## config.mk

```make
export PLATFORM = sky130hd
export DESIGN_NAME = imem_loader
export DESIGN_NICKNAME = d
export VERILOG_FILES = /design/src/rtl/imem_pkg.sv /design/src/rtl/imem_loader_word_packer.sv /design/src/rtl/imem_loader.sv
export SDC_FILE = /design/constraint.sdc
export NUM_CORES = 1
export LEC_CHECK = 0
export ABC_AREA = 1
export CAP_MARGIN = 40
export CORE_AREA = 5 5 114 89
export CTS_CLUSTER_SIZE = 14
export DETAILED_ROUTE_END_ITERATION = 10
export DIE_AREA = 0 0 119 94
export GPL_ROUTABILITY_DRIVEN = 0
export PLACE_DENSITY = 0.75
export SLEW_MARGIN = 5
export SYNTH_ARGS = -nofsm -noshare
export SYNTH_HDL_FRONTEND = slang
export SYNTH_SLANG_ARGS = --single-unit
```

## constraint.sdc

```tcl
create_clock -name clk -period 2.1 [get_ports clk]
set_clock_uncertainty 0.1 [all_clocks]
set_input_delay 0.315 -clock clk [delete_from_list [all_inputs] [get_ports clk]]
set_output_delay 0.315 -clock clk [all_outputs]
set_load 0.01 [all_outputs]
```

## src/rtl/imem_pkg.sv

```systemverilog
// imem_pkg: shared definitions for the instruction-memory loader.
//  - IMEM_ADDR_W / IMEM_DEPTH : word-address width and depth of the target memory
//  - BYTES_PER_WORD           : stream bytes packed into one memory word
//  - load_state_t             : loader FSM state encoding
package imem_pkg;

  localparam int IMEM_ADDR_W    = 9;
  localparam int IMEM_DEPTH     = 1 << IMEM_ADDR_W;
  localparam int BYTES_PER_WORD = 4;

  typedef enum logic [2:0] {
    IDLE   = 3'd0,
    LEN_HI = 3'd1,
    LEN_LO = 3'd2,
    DATA   = 3'd3,
    CSUM   = 3'd4,
    DONE   = 3'd5,
    ERR    = 3'd6
  } load_state_t;

endpackage

```

## src/rtl/imem_loader_word_packer.sv

```systemverilog
// word_packer: collects stream bytes MSB first into 32-bit words.
// Ports:
//  clk, reset   clock and synchronous active-high reset
//  clear        restarts packing at byte 0 (new frame)
//  byte_en      a payload byte is consumed this cycle
//  byte_data    the payload byte
//  word_valid   high in the cycle the 4th byte of a word is consumed
//  word         the completed word, valid with word_valid
module word_packer (
  input  logic        clk,
  input  logic        reset,
  input  logic        clear,
  input  logic        byte_en,
  input  logic [7:0]  byte_data,
  output logic        word_valid,
  output logic [31:0] word
);

  logic [1:0]  cnt_reg;
  // Only the first three bytes need storing; the fourth arrives with word_valid.
  logic [23:0] shift_reg;

  always_ff @(posedge clk) begin
    if (reset || clear) begin
      cnt_reg   <= 2'd0;
      shift_reg <= 24'd0;
    end else if (byte_en) begin
      cnt_reg   <= cnt_reg + 2'd1;
      shift_reg <= {shift_reg[15:0], byte_data};
    end
  end

  assign word_valid = byte_en && (cnt_reg == 2'd3);
  assign word       = {shift_reg, byte_data};

endmodule

```

## src/rtl/imem_loader.sv

```systemverilog
// imem_loader: framed byte-stream program loader driving the write port of the
// instruction memory. Frame = LEN_HI, LEN_LO, LEN big-endian words, CSUM, where
// CSUM is the XOR of every preceding frame byte.
// Ports:
//  clk, reset            clock, synchronous active-high reset
//  start                 begins a frame (ignored while a frame is in progress)
//  byte_valid/byte_data  incoming stream byte
//  byte_ready            loader accepts a byte this cycle
//  we/waddr/wdata        memory write port, one we pulse per word
//  busy                  frame in progress (holds the CPU in reset)
//  done / err            last frame outcome, held until the next start or reset
module imem_loader
  import imem_pkg::*;
#(
  parameter int ADDR_W = IMEM_ADDR_W,
  parameter int DATA_W = 32            // only 32 is supported
) (
  input  logic              clk,
  input  logic              reset,
  input  logic              start,
  input  logic              byte_valid,
  input  logic [7:0]        byte_data,
  output logic              byte_ready,
  output logic              we,
  output logic [ADDR_W-1:0] waddr,
  output logic [DATA_W-1:0] wdata,
  output logic              busy,
  output logic              done,
  output logic              err
);

  localparam logic [16:0] DEPTH_L = 17'(1 << ADDR_W);
  localparam logic [ADDR_W:0] IDX_ONE = (ADDR_W + 1)'(1);

  load_state_t        state_reg, state_next;
  logic [15:0]        len_reg;
  logic [7:0]         csum_reg;
  // One bit wider than the address so it can step past the last word.
  logic [ADDR_W:0]    word_idx_reg;
  logic               we_reg;
  logic [ADDR_W-1:0]  waddr_reg;
  logic [DATA_W-1:0]  wdata_reg;

  logic               in_frame;
  logic               start_ok;
  logic               transfer;
  logic               pack_en;
  logic               word_valid;
  logic [31:0]        word;
  logic [15:0]        len_in;
  logic               last_word;

  assign in_frame  = (state_reg == LEN_HI) || (state_reg == LEN_LO) ||
                     (state_reg == DATA)   || (state_reg == CSUM);
  assign start_ok  = start && !in_frame;
  assign transfer  = byte_valid && in_frame;
  assign pack_en   = transfer && (state_reg == DATA);
  // Length as it stands once the low byte is on the bus.
  assign len_in    = {len_reg[15:8], byte_data};
  assign last_word = (16'(word_idx_reg) == (len_reg - 16'd1));

  word_packer u_packer (
    .clk        (clk),
    .reset      (reset),
    .clear      (start_ok),
    .byte_en    (pack_en),
    .byte_data  (byte_data),
    .word_valid (word_valid),
    .word       (word)
  );

  always_comb begin
    state_next = state_reg;
    case (state_reg)
      IDLE, DONE, ERR: begin
        if (start) state_next = LEN_HI;
      end
      LEN_HI: begin
        if (transfer) state_next = LEN_LO;
      end
      LEN_LO: begin
        if (transfer) begin
          if (len_in == 16'd0)             state_next = CSUM;
          else if ({1'b0, len_in} > DEPTH_L) state_next = ERR;
          else                             state_next = DATA;
        end
      end
      DATA: begin
        if (word_valid && last_word) state_next = CSUM;
      end
      CSUM: begin
        if (transfer) state_next = (byte_data == csum_reg) ? DONE : ERR;
      end
      default: state_next = IDLE;
    endcase
  end

  always_ff @(posedge clk) begin
    if (reset) begin
      state_reg    <= IDLE;
      len_reg      <= 16'd0;
      csum_reg     <= 8'd0;
      word_idx_reg <= '0;
      we_reg       <= 1'b0;
      waddr_reg    <= '0;
      wdata_reg    <= '0;
    end else begin
      state_reg <= state_next;
      we_reg    <= word_valid;
      if (start_ok) begin
        len_reg      <= 16'd0;
        csum_reg     <= 8'd0;
        word_idx_reg <= '0;
      end
      // Running XOR covers every accepted byte; in CSUM the update is harmless
      // because the frame ends on that same byte.
      if (transfer) csum_reg <= csum_reg ^ byte_data;
      if (transfer && (state_reg == LEN_HI)) len_reg[15:8] <= byte_data;
      if (transfer && (state_reg == LEN_LO)) len_reg[7:0]  <= byte_data;
      if (word_valid) begin
        waddr_reg    <= word_idx_reg[ADDR_W-1:0];
        wdata_reg    <= DATA_W'(word);
        word_idx_reg <= word_idx_reg + IDX_ONE;
      end
    end
  end

  assign byte_ready = in_frame;
  assign busy       = in_frame;
  assign done       = (state_reg == DONE);
  assign err        = (state_reg == ERR);
  assign we         = we_reg;
  assign waddr      = waddr_reg;
  assign wdata      = wdata_reg;

endmodule
```

=== Yosys cells after proc, flatten, opt, wreduce, memory -nomap -nowiden ===
Index checks and enable logic that the tools add are counted.

* Muxes and demuxes: 16
* Magnitude comparators: 1
* Multipliers: 0
* Shifts and indexed selects: 0
* Equal/unequal tests: 14
* $add $sub $neg: 3
* Bitwise operators: 1
* Divide/modulo/power cells: 0
* Reductions and logical operators: 20

{| class="wikitable"
|+ Operator list
! operator !! count
|-
| two-way mux 8 bit || 4
|-
| two-way mux 3 bit || 7
|-
| two-way mux 10 bit || 2
|-
| equality test 10 x 16 -> 1 bit || 1
|-
| > comparator 16 x 10 -> 1 bit, second input constant || 1
|-
| zero test 16 bit || 1
|-
| two-way mux 16 bit || 1
|-
| subtractor 16 x 1 -> 16 bit, second input constant || 1
|-
| case mux 3 bit (5 select lines) || 1
|-
| adder 10 x 1 -> 10 bit, second input constant || 1
|-
| equality test 3 bit, second input constant || 3
|-
| equality test 8 bit || 1
|-
| inequality test 2 bit, second input constant || 4
|-
| nonzero test 2 bit || 4
|-
| XOR 8 bit || 1
|-
| logical AND 1 bit || 7
|-
| equality test 3 x 2 -> 1 bit, second input constant || 2
|-
| AND reduction 5 bit || 1
|-
| logical OR 1 bit || 4
|-
| equality test 3 x 1 -> 1 bit, second input constant || 1
|-
| zero test 3 bit || 1
|-
| OR reduction 3 bit || 1
|-
| adder 2 x 1 -> 2 bit, second input constant || 1
|-
| equality test 2 bit, second input constant || 1
|-
| other kinds (3) || 3
|}

* Word-level logic and storage cells: 65
* Output and inout bits: 46
* Register bits: 105
* Memories: 0
* Bits in read-only memories: 0
* Bits in latches: 0
* Bits of input ports: 12
* RAM bits: 0

=== Depth between registers and ports, before layout ===
* Depth in word-level cells: 10
* Gate-level depth with buffers: 16
* Mapped depth without buffers: 16

=== Modules after synthesis ===
A second synthesis with hierarchy kept.

* Cell total of the unflattened synthesis: 763
* Area total of the unflattened synthesis: 5,048.6 µm²

{| class="wikitable"
|+ By module, submodules not included
! module !! times used !! cells an instance !! seq. area each (µm²) !! area an instance (µm²)
|-
| imem_loader || 1 || 588 || 1,581.5 || 3,886.2
|-
| word_packer || 1 || 175 || 520.5 || 1,162.4
|}

=== Worst setup path before layout ===
No wires, ideal clock.

* Kind: register -> register
* From: register len_reg[0]
* To: register state_reg[1]
* Data required time: 1.885 ns
* Stages on the path, launching flop included: 16
* Slack: 0.284 ns
* Buffers on the path: 0
* Library setup time: 0.115 ns
* Clock period less this slack: 1.816 ns
* Arrival time: 1.601 ns
* Cells stage by stage: dfxtp_1 > inv_1 > ha_1 > nand2_1 > nor2_2 > nand2_1 > nand3_1 > nand2_1 > inv_1 > nand2_1 > nor2_1 > nand2_1 > nand2_2 > nand3_1 > nand2_1 > nor2_1

* Cells in the longest elaborated chain, start to end: 5

{| class="wikitable"
|+ RTL lines
! what !! RTL line !! source
|-
| start: declaration || imem_loader.sv:36 || <nowiki>logic [15:0] len_reg;</nowiki>
|-
| start signal: assignment || imem_loader.sv:119 || <nowiki>if (transfer && (state_reg == LEN_LO)) len_reg[7:0] <= byte_data;</nowiki>
|-
| subtractor 16 x 1 -> 16 bit || imem_loader.sv:60 || <nowiki>assign last_word = (16'(word_idx_reg) == (len_reg - 16'd1));</nowiki>
|-
| equality test 10 x 16 -> 1 bit || imem_loader.sv:60 ||
|-
| logical AND 1 bit || imem_loader.sv:89 || <nowiki>if (word_valid && last_word) state_next = CSUM;</nowiki>
|-
| inequality test 2 x 1 -> 1 bit (no line) || -- ||
|-
| AND reduction 5 bit (no line) || -- ||
|-
| end signal: assignment || imem_loader.sv:108 || <nowiki>state_reg <= state_next;</nowiki>
|-
| end: declaration || imem_loader.sv:35 || <nowiki>load_state_t state_reg, state_next;</nowiki>
|}

No other way between the ends.
A chain may end at the register's enable or synchronous reset.

=== Final worst setup path ===
* From: register state_reg[0]
* To: output done

* Cells in the longest elaborated chain, start to end: 1

{| class="wikitable"
|+ RTL lines
! what !! RTL line !! source
|-
| equality test 3 bit || imem_loader.sv:130 || <nowiki>assign done = (state_reg == DONE);</nowiki>
|-
| end: declaration || imem_loader.sv:28 || <nowiki>output logic done,</nowiki>
|}

No other way between the ends.

==> out/summary.txt <==
Status: completed
Hold WC Path Type: reg -> reg
WS Path Type: reg -> out
DR DRC count: 0
Max reg flops: 32
End-of-flow core utilization: 67.0%
# diodes: 0
CP Capture Type: primary output
Yosys top cell by area: dfxtp_1
Yosys reg bits: 105
Worst-Skew Late Latency: 350 ps
Synth-to-Final Area Change: 24.4%
Synth Cell Area: 4770 sq um
Initial DRC count: 449
Row count: 30
Ports: 58
Final setup violation count: 0
Crit share post-route: 96.3%
Fmax: 494 MHz
Worst-path clk slew: 70 ps
Postcts setup bufs: 0
Initial Util: 53.9%
H-tree depth: 3
Pwr/cell area: 893 nW/um^2
Pleak: 2.51 nW
Cells after Synth: 689
HP Start: u_packer.shift_reg[20]
GRT overflow: 0
DIE AREA: 11200 sq um
Period minus WS final: 2020 ps
Synthesized area per cell: 6.92 sq um
First-pass GRT wire length: 21500 microns
Final WL: 13100 microns
NumNets Final: 773
Ys flop type: dfxtp_1
Vias per cell: 5.42
Seq/Total Area, Yosys: 44.1%
CTS Buf Count: 9
Multi-input gate area: 2230 sq um
Synth Area in Simple Gates: 30.6%
Mux cell area share after synthesis: 0%
Number of global-route vias before repair: 4345
ANT nets after route: 0
Yosys top cell area share: 44.1%
CTS tree: built
CTS Hold Buffers Added: 0
Crit-path cells: inv_1 > nor2_2 > nand2_1 > inv_1 > clkdlybuf4s50_1
Adder-Cell Fraction of Synth Area: 0.787%
Area of the core: 8860 sq um
Post-synth top cells: nand2_1 (163), dfxtp_1 (105), inv_1 (83)
Via Count: 4741
Max stage delay cell, worst path: clkdlybuf4s50_1
WP data required: 1680 ps
CTS Buffer Depth: 2
Filler cells: 764
Root Buffer: clkbuf_16
Min Hold Slack: 355 ps
Register area: 2110 sq um
Max-cap violation count: 0
Die width: 119 microns
Synth Area in XOR/XNOR: 2.02%
Slew Viols, Final: 0
Layout cells sized above 1: 8.91%
Chip height: 94 microns
CP Data Arrival Time: 1610 ps
Compound-Gate Fraction of Synth Area: 12.9%
Initial DRT Pass Iterations: 5
Reg2reg start: len_reg[0]
Worst setup margin: 77.4 ps
Initial antenna violation count: 0
Critical Path Start: state_reg[0]
Worst slack, placed: 30.8 ps
Syn_nets: 704
Synth Warn #: 0
Largest family of logic cells by synthesized area: simple AND/OR/NAND/NOR gates
Ranking of synthesized cells by area: dfxtp_1 (44%), nand2_1 (13%), nand3_1 (7.8%)
Ys async rst share: 0%
Total global-route track usage: 23.7%
CP Launch Type: register
CP dominant cell by count: inv_1
Clock sinks: 105
Hold Fails Final Rpt: 0
Number of port buffers: 57
Routed WL per cell: 15.0 microns
Netlist cell types: 36
Setup TNS: 0 ps
Largest net degree at the start of global routing: 39
Slew HR: 67.6%
DP Wirelength: 9530 microns
Worst-path fanout max: 6
Worst vdd ir: 0.000602 V
Max incr delay on CP: 540 ps
Top-count cell post-synth: nand2_1
Post-synth EDFFs: 0
Worst-margin pin slew: 485 ps
-- final cells by class --
cell class	count	area share, %
Sequential cell	105	35.6
Clock inverter	3	0.422
Tap cell	112	2.36
Inverter	90	5.69
Timing Repair Buffer	86	13.9
Multi-Input combinational cell	466	37.7
Clock buffer	13	4.39
-- power breakdown --
part	total [W]	internal (W)	switching, W
sequential	0.00219	0.00209	0.000101
clock	0.00162	0.000875	0.000740
combinational	0.00149	0.000521	0.000971
-- kinds of logic (layout without fill, tap and decap cells) --
| kind of cell | Yosys count | after routing |
|---|---|---|
| and+or+nand+nor | 340 | 340 |
| buffers and inverters | 118 | 192 |
| AOI/OAI and AO/OA | 112 | 112 |
| DFF | 105 | 105 |
| xor gates and xnor gates | 11 | 11 |
| adders and majority gates | 3 | 3 |
-- layer usage --
layer / global-route usage [%] / wire length, microns
met1: 31.8 / 5830
met2: 36.5 / 5750
met5: 0 / 0
met3: 6.08 / 1210
met4: 9.16 / 307
-- cells in the final DEF (no fill, tap or decap), types with 3 or more instances in the layout --
cell type	n
dfxtp_1	103
a211oi_1	4
a21oi_1	49
nand2_1	162
nor2_2	3
clkbuf_16	9
buf_4	26
nand4_1	7
xor2_1	5
buf_12	3
o21ai_0	24
nand3_1	74
nor2_1	73
o21ai_1	11
inv_1	83
o22ai_1	17
nor3_1	6
xnor2_1	6
nand2_2	5
nor2_4	3
clkdlybuf4s50_1	54
inv_2	7
-- worst paths after layout --
check | endpoint | slack [ps] | cells after the start
worst max-delay path | done | 80 | 5
worst min register to register | u_packer.shift_reg[20] | 360 | 2
worst max register to register | state_reg[1] | 130 | 15
worst min-delay path | u_packer.shift_reg[20] | 360 | 2
-- stage by stage --
stage | instance area, sq um | power, W | cells
6_report | 5930 | 0.00530 | 875
4_1_cts | 5910 | 0.00527 | 875
5_1_grt | 5930 | 0.00557 | 875
3_3_place_gp | 5620 | 0.00362 | 859
3_5_place_dp | 5620 | 0.00366 | 859
2_1_floorplan | 4770 | 0.00326 | 689
-- critical path: cells and delay by family (launching register included) --
family / cells / cell delay, ps
flip-flops: 1 / 400
buffers and inverters: 3 / 690
AND/OR/NAND/NOR: 2 / 170
-- timing repair --
item	CTS	global route
setup endpoints to repair	4	5
pin swaps	0	1
resized for setup	5	10
Power figures use the tool's default switching activity.
